`src/rtl/ntt_bitrev_loader_if.sv`:
```
// Handshake bundle for ntt_bitrev_loader: sample stream in, bit-reversed parallel frame out.
// The producer/consumer side uses the master modport; the loader uses the slave modport.
interface ntt_bitrev_loader_if #(
  parameter int unsigned WIDTH = 8,
  parameter int unsigned N     = 8
);
  logic             in_valid;
  logic             in_ready;
  logic [WIDTH-1:0] in_data;
  logic             in_last;
  logic             out_valid;
  logic             out_ready;
  logic [WIDTH-1:0] data_out [N-1:0];
  logic             frame_err;

  modport master (
    output in_valid,
    output in_data,
    output in_last,
    output out_ready,
    input  in_ready,
    input  out_valid,
    input  data_out,
    input  frame_err
  );

  modport slave (
    input  in_valid,
    input  in_data,
    input  in_last,
    input  out_ready,
    output in_ready,
    output out_valid,
    output data_out,
    output frame_err
  );
endinterface

```
`src/rtl/ntt_bitrev_loader.sv`:
```
// Ping-pong input stage collecting N streamed coefficients into a bit-reversed parallel frame.
// Define NTT_BITREV_MODRED_EN to conditionally subtract mod from each sample before storage.
module ntt_bitrev_loader #(
  parameter int unsigned WIDTH = 8,
  parameter int unsigned N     = 8,
  localparam int unsigned LOGN = $clog2(N)
) (
  input  logic                clk,
  input  logic                rst_n,
  input  logic [WIDTH-1:0]    mod,
  ntt_bitrev_loader_if.slave  bus
);

  typedef enum logic [1:0] {StEmpty, StFilling, StFull} bank_state_e;

  localparam logic [LOGN-1:0] LastIdx = LOGN'(N - 1);

  function automatic logic [LOGN-1:0] bitrev(input logic [LOGN-1:0] k);
    logic [LOGN-1:0] r;
    for (int b = 0; b < int'(LOGN); b++) begin
      r[b] = k[int'(LOGN) - 1 - b];
    end
    return r;
  endfunction

  bank_state_e       bank_state_q [2];
  bank_state_e       bank_state_d [2];
  logic              wr_bank_q, wr_bank_d;
  logic              rd_bank_q, rd_bank_d;
  logic [LOGN-1:0]   wr_idx_q, wr_idx_d;
  logic              frame_err_q;
  logic [WIDTH-1:0]  mem_q [2][N];

  logic              in_ready;
  logic              out_valid;
  logic              accept;
  logic              at_last;
  logic              err;
  logic              complete;
  logic              pop;
  logic              wr_en;
  logic [WIDTH-1:0]  store_data;

  assign accept   = bus.in_valid & in_ready;
  assign at_last  = (wr_idx_q == LastIdx);
  // Either an early in_last or a missing in_last on the final slot is a framing error.
  assign err      = accept & (bus.in_last ^ at_last);
  assign complete = accept & at_last & bus.in_last;
  assign pop      = out_valid & bus.out_ready;
  assign wr_en    = accept & ~err;

`ifdef NTT_BITREV_MODRED_EN
  assign store_data = (bus.in_data >= mod) ? (bus.in_data - mod) : bus.in_data;
`else
  logic unused_mod;
  assign unused_mod = ^mod;
  assign store_data = bus.in_data;
`endif

  // State register
  always_ff @(posedge clk or negedge rst_n) begin
    if (!rst_n) begin
      bank_state_q[0] <= StEmpty;
      bank_state_q[1] <= StEmpty;
      wr_bank_q       <= 1'b0;
      rd_bank_q       <= 1'b0;
      wr_idx_q        <= '0;
      frame_err_q     <= 1'b0;
    end else begin
      bank_state_q <= bank_state_d;
      wr_bank_q    <= wr_bank_d;
      rd_bank_q    <= rd_bank_d;
      wr_idx_q     <= wr_idx_d;
      frame_err_q  <= err;
    end
  end

  // Next-state logic; a pop and a write never target the same bank because a FULL
  // write bank blocks in_ready.
  always_comb begin
    bank_state_d = bank_state_q;
    wr_bank_d    = wr_bank_q;
    rd_bank_d    = rd_bank_q;
    wr_idx_d     = wr_idx_q;

    if (pop) begin
      bank_state_d[rd_bank_q] = StEmpty;
      rd_bank_d               = ~rd_bank_q;
    end

    if (accept) begin
      if (err) begin
        bank_state_d[wr_bank_q] = StEmpty;
        wr_idx_d                = '0;
      end else if (complete) begin
        bank_state_d[wr_bank_q] = StFull;
        wr_bank_d               = ~wr_bank_q;
        wr_idx_d                = '0;
      end else begin
        bank_state_d[wr_bank_q] = StFilling;
        wr_idx_d                = wr_idx_q + 1'b1;
      end
    end
  end

  // Output decode from registered state only
  always_comb begin
    in_ready  = (bank_state_q[wr_bank_q] != StFull);
    out_valid = (bank_state_q[rd_bank_q] == StFull);
  end

  always_ff @(posedge clk or negedge rst_n) begin
    if (!rst_n) begin
      for (int b = 0; b < 2; b++) begin
        for (int i = 0; i < int'(N); i++) begin
          mem_q[b][i] <= '0;
        end
      end
    end else if (wr_en) begin
      mem_q[wr_bank_q][bitrev(wr_idx_q)] <= store_data;
    end
  end

  assign bus.in_ready  = in_ready;
  assign bus.out_valid = out_valid;
  assign bus.frame_err = frame_err_q;

  for (genvar i = 0; i < int'(N); i++) begin : g_data_out
    assign bus.data_out[i] = mem_q[rd_bank_q][i];
  end

endmodule

```
`src/flat_wrapper.sv`:
```
// flat-port wrapper written by rule: the top's interface ports become plain ports
module ntt_bitrev_loader_flat 
#(
  parameter int unsigned WIDTH = 8,
  parameter int unsigned N     = 8,
  localparam int unsigned LOGN = $clog2(N)
)
  (clk, rst_n, mod, bus_in_valid, bus_in_data, bus_in_last, bus_out_ready, bus_in_ready, bus_out_valid, bus_data_out, bus_frame_err);
  ntt_bitrev_loader_if #(.WIDTH(WIDTH), .N(N)) bus_i ();
  input  logic clk;
  input  logic rst_n;
  input  logic [WIDTH-1:0] mod;
  input wire logic [$bits(bus_i.in_valid)-1:0] bus_in_valid;
  input wire logic [$bits(bus_i.in_data)-1:0] bus_in_data;
  input wire logic [$bits(bus_i.in_last)-1:0] bus_in_last;
  input wire logic [$bits(bus_i.out_ready)-1:0] bus_out_ready;
  output wire logic [$bits(bus_i.in_ready)-1:0] bus_in_ready;
  output wire logic [$bits(bus_i.out_valid)-1:0] bus_out_valid;
  output wire logic [$bits(bus_i.data_out)-1:0] bus_data_out;
  output wire logic [$bits(bus_i.frame_err)-1:0] bus_frame_err;
  assign bus_i.in_valid = bus_in_valid;
  assign bus_i.in_data = bus_in_data;
  assign bus_i.in_last = bus_in_last;
  assign bus_i.out_ready = bus_out_ready;
  assign bus_in_ready = bus_i.in_ready;
  assign bus_out_valid = bus_i.out_valid;
  assign bus_data_out = {>>{bus_i.data_out}};
  assign bus_frame_err = bus_i.frame_err;
  ntt_bitrev_loader #(.WIDTH(WIDTH), .N(N)) u_core (.clk(clk), .rst_n(rst_n), .mod(mod), .bus(bus_i));
endmodule
```
`config.mk`:
```
export PLATFORM = sky130hd
export DESIGN_NAME = ntt_bitrev_loader_flat
export DESIGN_NICKNAME = d
export VERILOG_FILES = /design/src/rtl/ntt_bitrev_loader_if.sv /design/src/rtl/ntt_bitrev_loader.sv /design/src/flat_wrapper.sv
export SDC_FILE = /design/constraint.sdc
export NUM_CORES = 1
export LEC_CHECK = 0
export CORE_ASPECT_RATIO = 0.75
export CORE_MARGIN = 8
export CORE_UTILIZATION = 30
export CTS_CLUSTER_DIAMETER = 40
export DETAILED_ROUTE_END_ITERATION = 16
export GPL_TIMING_DRIVEN = 0
export PLACE_DENSITY_LB_ADDON = 0.1
export SYNTH_ARGS = -nofsm -noshare
export SYNTH_HDL_FRONTEND = slang
export SYNTH_SLANG_ARGS = --single-unit
```
`constraint.sdc`:
```
create_clock -name clk -period 2.2 [get_ports clk]
set_clock_uncertainty 0.1 [all_clocks]
set_input_delay 0.22 -clock clk [delete_from_list [all_inputs] [get_ports clk]]
set_output_delay 0.22 -clock clk [all_outputs]
set_load 0.05 [all_outputs]
```
==> reports/metrics.sh <==
TIMING.CRITICAL_PATH.FROM_TYPE='flip-flop'
VIA_COUNT_OF_THE_FIRST_GLOBAL_ROUTING_PASS=4499
WL_MM=17.3
SYNTHESIZED_NET_COUNT=450
CLOCK_ROOT_BUFFER='clkbuf_16'
CLKLATENCYLATEPIN_NS=0.42
STD_CELL_ROWS=46
CLKTRANSATPATHREGS_NS=0.06
SYNTH.AREA.MUX_SHARE_PCT=34.3
PLACE.DETAILED.HPWL_MM=11.5
SYNTHCELLS=423
VIA_PER_INST=4.66
DESIGN.DIE.AREA_UM2=26300
REPORT.POWER.TOTAL_mW=11.5
DIE_W_UM=185
RSZ0062_AT_GRT='true'
SYNTH.CELL_AREA_UM2=6390
CRITPATHTOPFAMILY='buffers and inverters'
SYNTH_SEQUENTIAL_AREA_RATIO_PCT=54.0
TIMING.HOLD.WORST_PATH_DEPTH=2
ANTENNA_CELLS_INSERTED=0
N_FILL_CELL=1941
CRIT_PATH_TOP_DELAY_CELL='dfrtp_2'
PLACEDCELLCOUNT=790
SYN2LAYOUT_AREA_GROWTH_PCT=36.6
REG2REG_SETUP_SLACK_NS=0.05
CTS_TREE='yes'
SEQUENTIAL_CELL_AREA_UM2=3460
GRT_UTIL_ALL_LAYERS_PCT=14.0
TIMING.HOLD.WORST.START='bus_in_last'
TIMING_WORST_SLEW_PIN_VALUE_NS=0.735
INITIALDRTVIOLATIONCOUNT=205
MAXSLEWVIOLCOUNT=0
POST_SYNTH_AND_OR_NAND_NOR_AREA_FRACTION_PCT=6.46
GRT_MAX_DEGREE=77
FINAL_COMMON_CELL='dfrtp_1'
COMPOUND_CELL_AREA_SHARE_OF_THE_YOSYS_NETLIST_PCT=1.31
LAYOUT_MIN_CYCLE_TIME_NS=2.17
CTS-ROOT-TO-SINK-BUFFERS=2
NUMCTSBUFFERS=17
CP.REQUIRED_NS=1.88
SYN-MEAN-INSTANCE-AREA_UM2=15.1
R2R-END='u_core.mem_q[9]$_DFFE_PN0P_'
NUMBER_OF_CELLS_ON_THE_WORST_REG_TO_REG_PATH=5
COMBINATIONAL_FAMILY_WITH_THE_MOST_AREA_AFTER_SYNTHESIS='multiplexers'
CTS_SINKS=138
NET_COUNT_OF_THE_FINISHED_LAYOUT=570
WORST_SLEW_MARGIN_REL_PCT=51.0
WHS_NS=0.0659
POWER.IR.VDD_WORST_V=0.000690
POWER_LEAKAGE_nW=3.93
CORE_REGION_AREA_UM2=21000
FP.DIEH_UM=142
SYNTH_FA_HA_AREA_SHARE_PCT=1.17
PIN_COUNT=88
WORST_CASE_HOLD_PATH_END_POINT='u_core.bank_state_q[2]$_DFF_PN0_'
FINAL_UTIL_PCT=41.5
AREA_TAKEN_BY_MULTI_INPUT_LOGIC_GATES_UM2=3050
CRITPATHARRIVALTIME_NS=1.85
DETAILROUTE.VIA_COUNT=3930
DRC=0
INSTANCES_NO_FILL=844
SYNTH_XOR_XNOR_AREA_SHARE_PCT=0.568
WL_PER_CELL_UM=20.5
IO_BUFFERS=78
FINAL.PERIOD_UTILIZATION_PCT=98.7
DRT-PASS1-ITER-COUNT=4
FINALWEIGHTEDCONGESTION=0.737
GRT_PASS1_WL_MM=27.3
YOSYSWARNINGCOUNT=0
H-TREE-DEPTH=4
CLASSIFICATION_OF_THE_WORST_SLACK_HOLD_PATH='in -> reg'
MAX_FREQ_MHz=461
MAX_STAGE_DELAY_NS=0.47
FINAL_CELL_MIX='136 x dfrtp_1, 134 x mux2_2, 58 x mux2_4'
CRITICAL_PATH.N_BUFFERS_INVERTERS=2
YS_SEQ_ELEMENTS=138
STATUS='complete, no violations'
TIMING_HOLD_VIOLATIONS_FINAL=0
CRITICAL_PATH.REG2REG.STARTPOINT='u_core.wr_idx_q[0]$_DFFE_PN0N_'
FINAL_ANTENNA_NET_COUNT=0
SETUP_CRIT_PATH_KIND='reg -> out'
POWERDENSITY_nW_PER_UM2=1310
MAXCAP_VIOLATIONS=0
YOSYSUNIQUECELLTYPES=35
STARTING_DENSITY_OF_THE_CORE_PCT=30.4
GRT-OVFL-TOTAL=0
LAYOUT-DRIVE-GT1-SHARE_PCT=62.9
CRIT_PATH_MAX_FANOUT=10
WORSTPATHCELLLIST='buf_4 > mux2_2 > clkdlybuf4s15_2'
WORST_SETUP_PATH_END_KIND='output pin'
GRT_ANTENNA_BEFORE_REPAIR=0
REPORT.FINAL.SETUP_VIOL=0
## routing by layer
metal / track usage, % / routed length, um
met5: 0 / 0
met4: 3.47 / 115
met3: 4.77 / 906
met2: 21.8 / 7930
met1: 18.3 / 8360
## worst reg2reg max path: cells and delay by family (launching register included)
family / cells / cell delay (ns)
simple gates: 1 / 0.65
fa+ha+maj: 2 / 0.41
flops: 1 / 0.38
mux: 1 / 0.32
xor+xnor: 1 / 0.19
## per-stage QoR
step / setup slack (ns) / cell area, um^2 / setup TNS (ns)
6_report: 0.0293 / 8730 / 0
5_1_grt: -0.0315 / 8730 / -0.236
4_1_cts: -0.0496 / 8800 / -0.0945
3_5_place_dp: -0.489 / 7570 / -64.63
3_3_place_gp: -4.78 / 7550 / -718.57
2_1_floorplan: -0.0544 / 6400 / -1.62
## where the power goes
part | internal (mW) | leakage [nW] | switching (mW) | total (mW)
Sequential | 3.15 | 1.84 | 0.333 | 3.48
Combinational | 1.95 | 1.80 | 3.07 | 5.02
Clock | 1.82 | 0.294 | 1.14 | 2.96
## registers in the layout, indices dropped and copies added (netlist names)
register / count
u_core.rd_bank_q: 1
u_core.mem_q: 128
u_core.bus.frame_err: 1
u_core.wr_idx_q: 3
u_core.wr_bank_q: 1
u_core.bank_state_q: 4
## synthesized netlist by cell type
cell	number	area [um^2]
nor2_1	4	15.0
a21o_1	1	7.51
clkbuf_1	13	48.8
nand2_1	6	22.5
buf_4	3	22.5
buf_2	5	25.0
buf_1	3	11.3
o21a_1	1	7.51
nor3_1	2	10.0
xor2_4	1	27.5
nand2_2	1	6.26
mux2_1	3	33.8
nand4_1	1	6.26
nor4_4	12	255
o211ai_1	1	7.51
nand2b_1	6	37.5
inv_1	4	15.0
a21oi_1	3	15.0
nand3b_1	1	7.51
nand3_1	1	5.00
or4b_1	1	10.0
o41ai_1	1	8.76
nor2b_1	3	18.8
a22oi_1	1	7.51
a31oi_1	1	6.26
dfrtp_1	138	3450
o21ai_0	3	15.0
ha_1	6	75.1
mux2i_1	1	10.0
or3b_2	1	8.76
nor3_2	1	10.0
buf_6	1	11.3
o22a_1	1	8.76
xnor2_1	1	8.76
mux2_2	191	2150
## cell families after synthesis
group | after synthesis
compound gates | 13
xor+xnor | 2
fa+ha+maj | 6
buf+inv | 29
flops | 138
mux | 195
simple gates | 40
## area by class of cell
| class | instances | share of cell area, % |
|---|---|---|
| inverter | 4 | 0.172 |
| buffer | 21 | 1.78 |
| tap | 288 | 4.13 |
| timing repair buffer | 105 | 12.5 |
| multi-input combinational | 256 | 34.9 |
| clock buffer | 18 | 5.03 |
| sequential | 138 | 39.6 |
| clock inverter | 14 | 1.95 |
## worst max-delay path by stage
stage                              startpoint                       endpoint  slack [ns]  cells after the start
2_1_floorplan  u_core.wr_idx_q[0]$_DFFE_PN0N_   u_core.mem_q[10]$_DFFE_PN0P_       -0.05                      7
3_5_place_dp     u_core.rd_bank_q$_DFFE_PN0N_               bus_data_out[40]       -0.49                      4
5_1_grt          u_core.rd_bank_q$_DFFE_PN0N_               bus_data_out[45]       -0.03                      3
3_3_place_gp                            rst_n  u_core.mem_q[109]$_DFFE_PN0P_       -4.78                      1
4_1_cts          u_core.rd_bank_q$_DFFE_PN0N_               bus_data_out[40]       -0.05                      3
6_report         u_core.rd_bank_q$_DFFE_PN0N_               bus_data_out[46]        0.03                      3
## timing repair
item,in CTS,in global routing
endpoints found under the hold margin,62,0
hold buffers,1,0
pin swaps,16,10
buffers inserted,20,4
resized for setup,289,38
gates cloned,1,0
setup endpoints to repair,194,129
No activity file was read; power rests on OpenSTA's default activity.
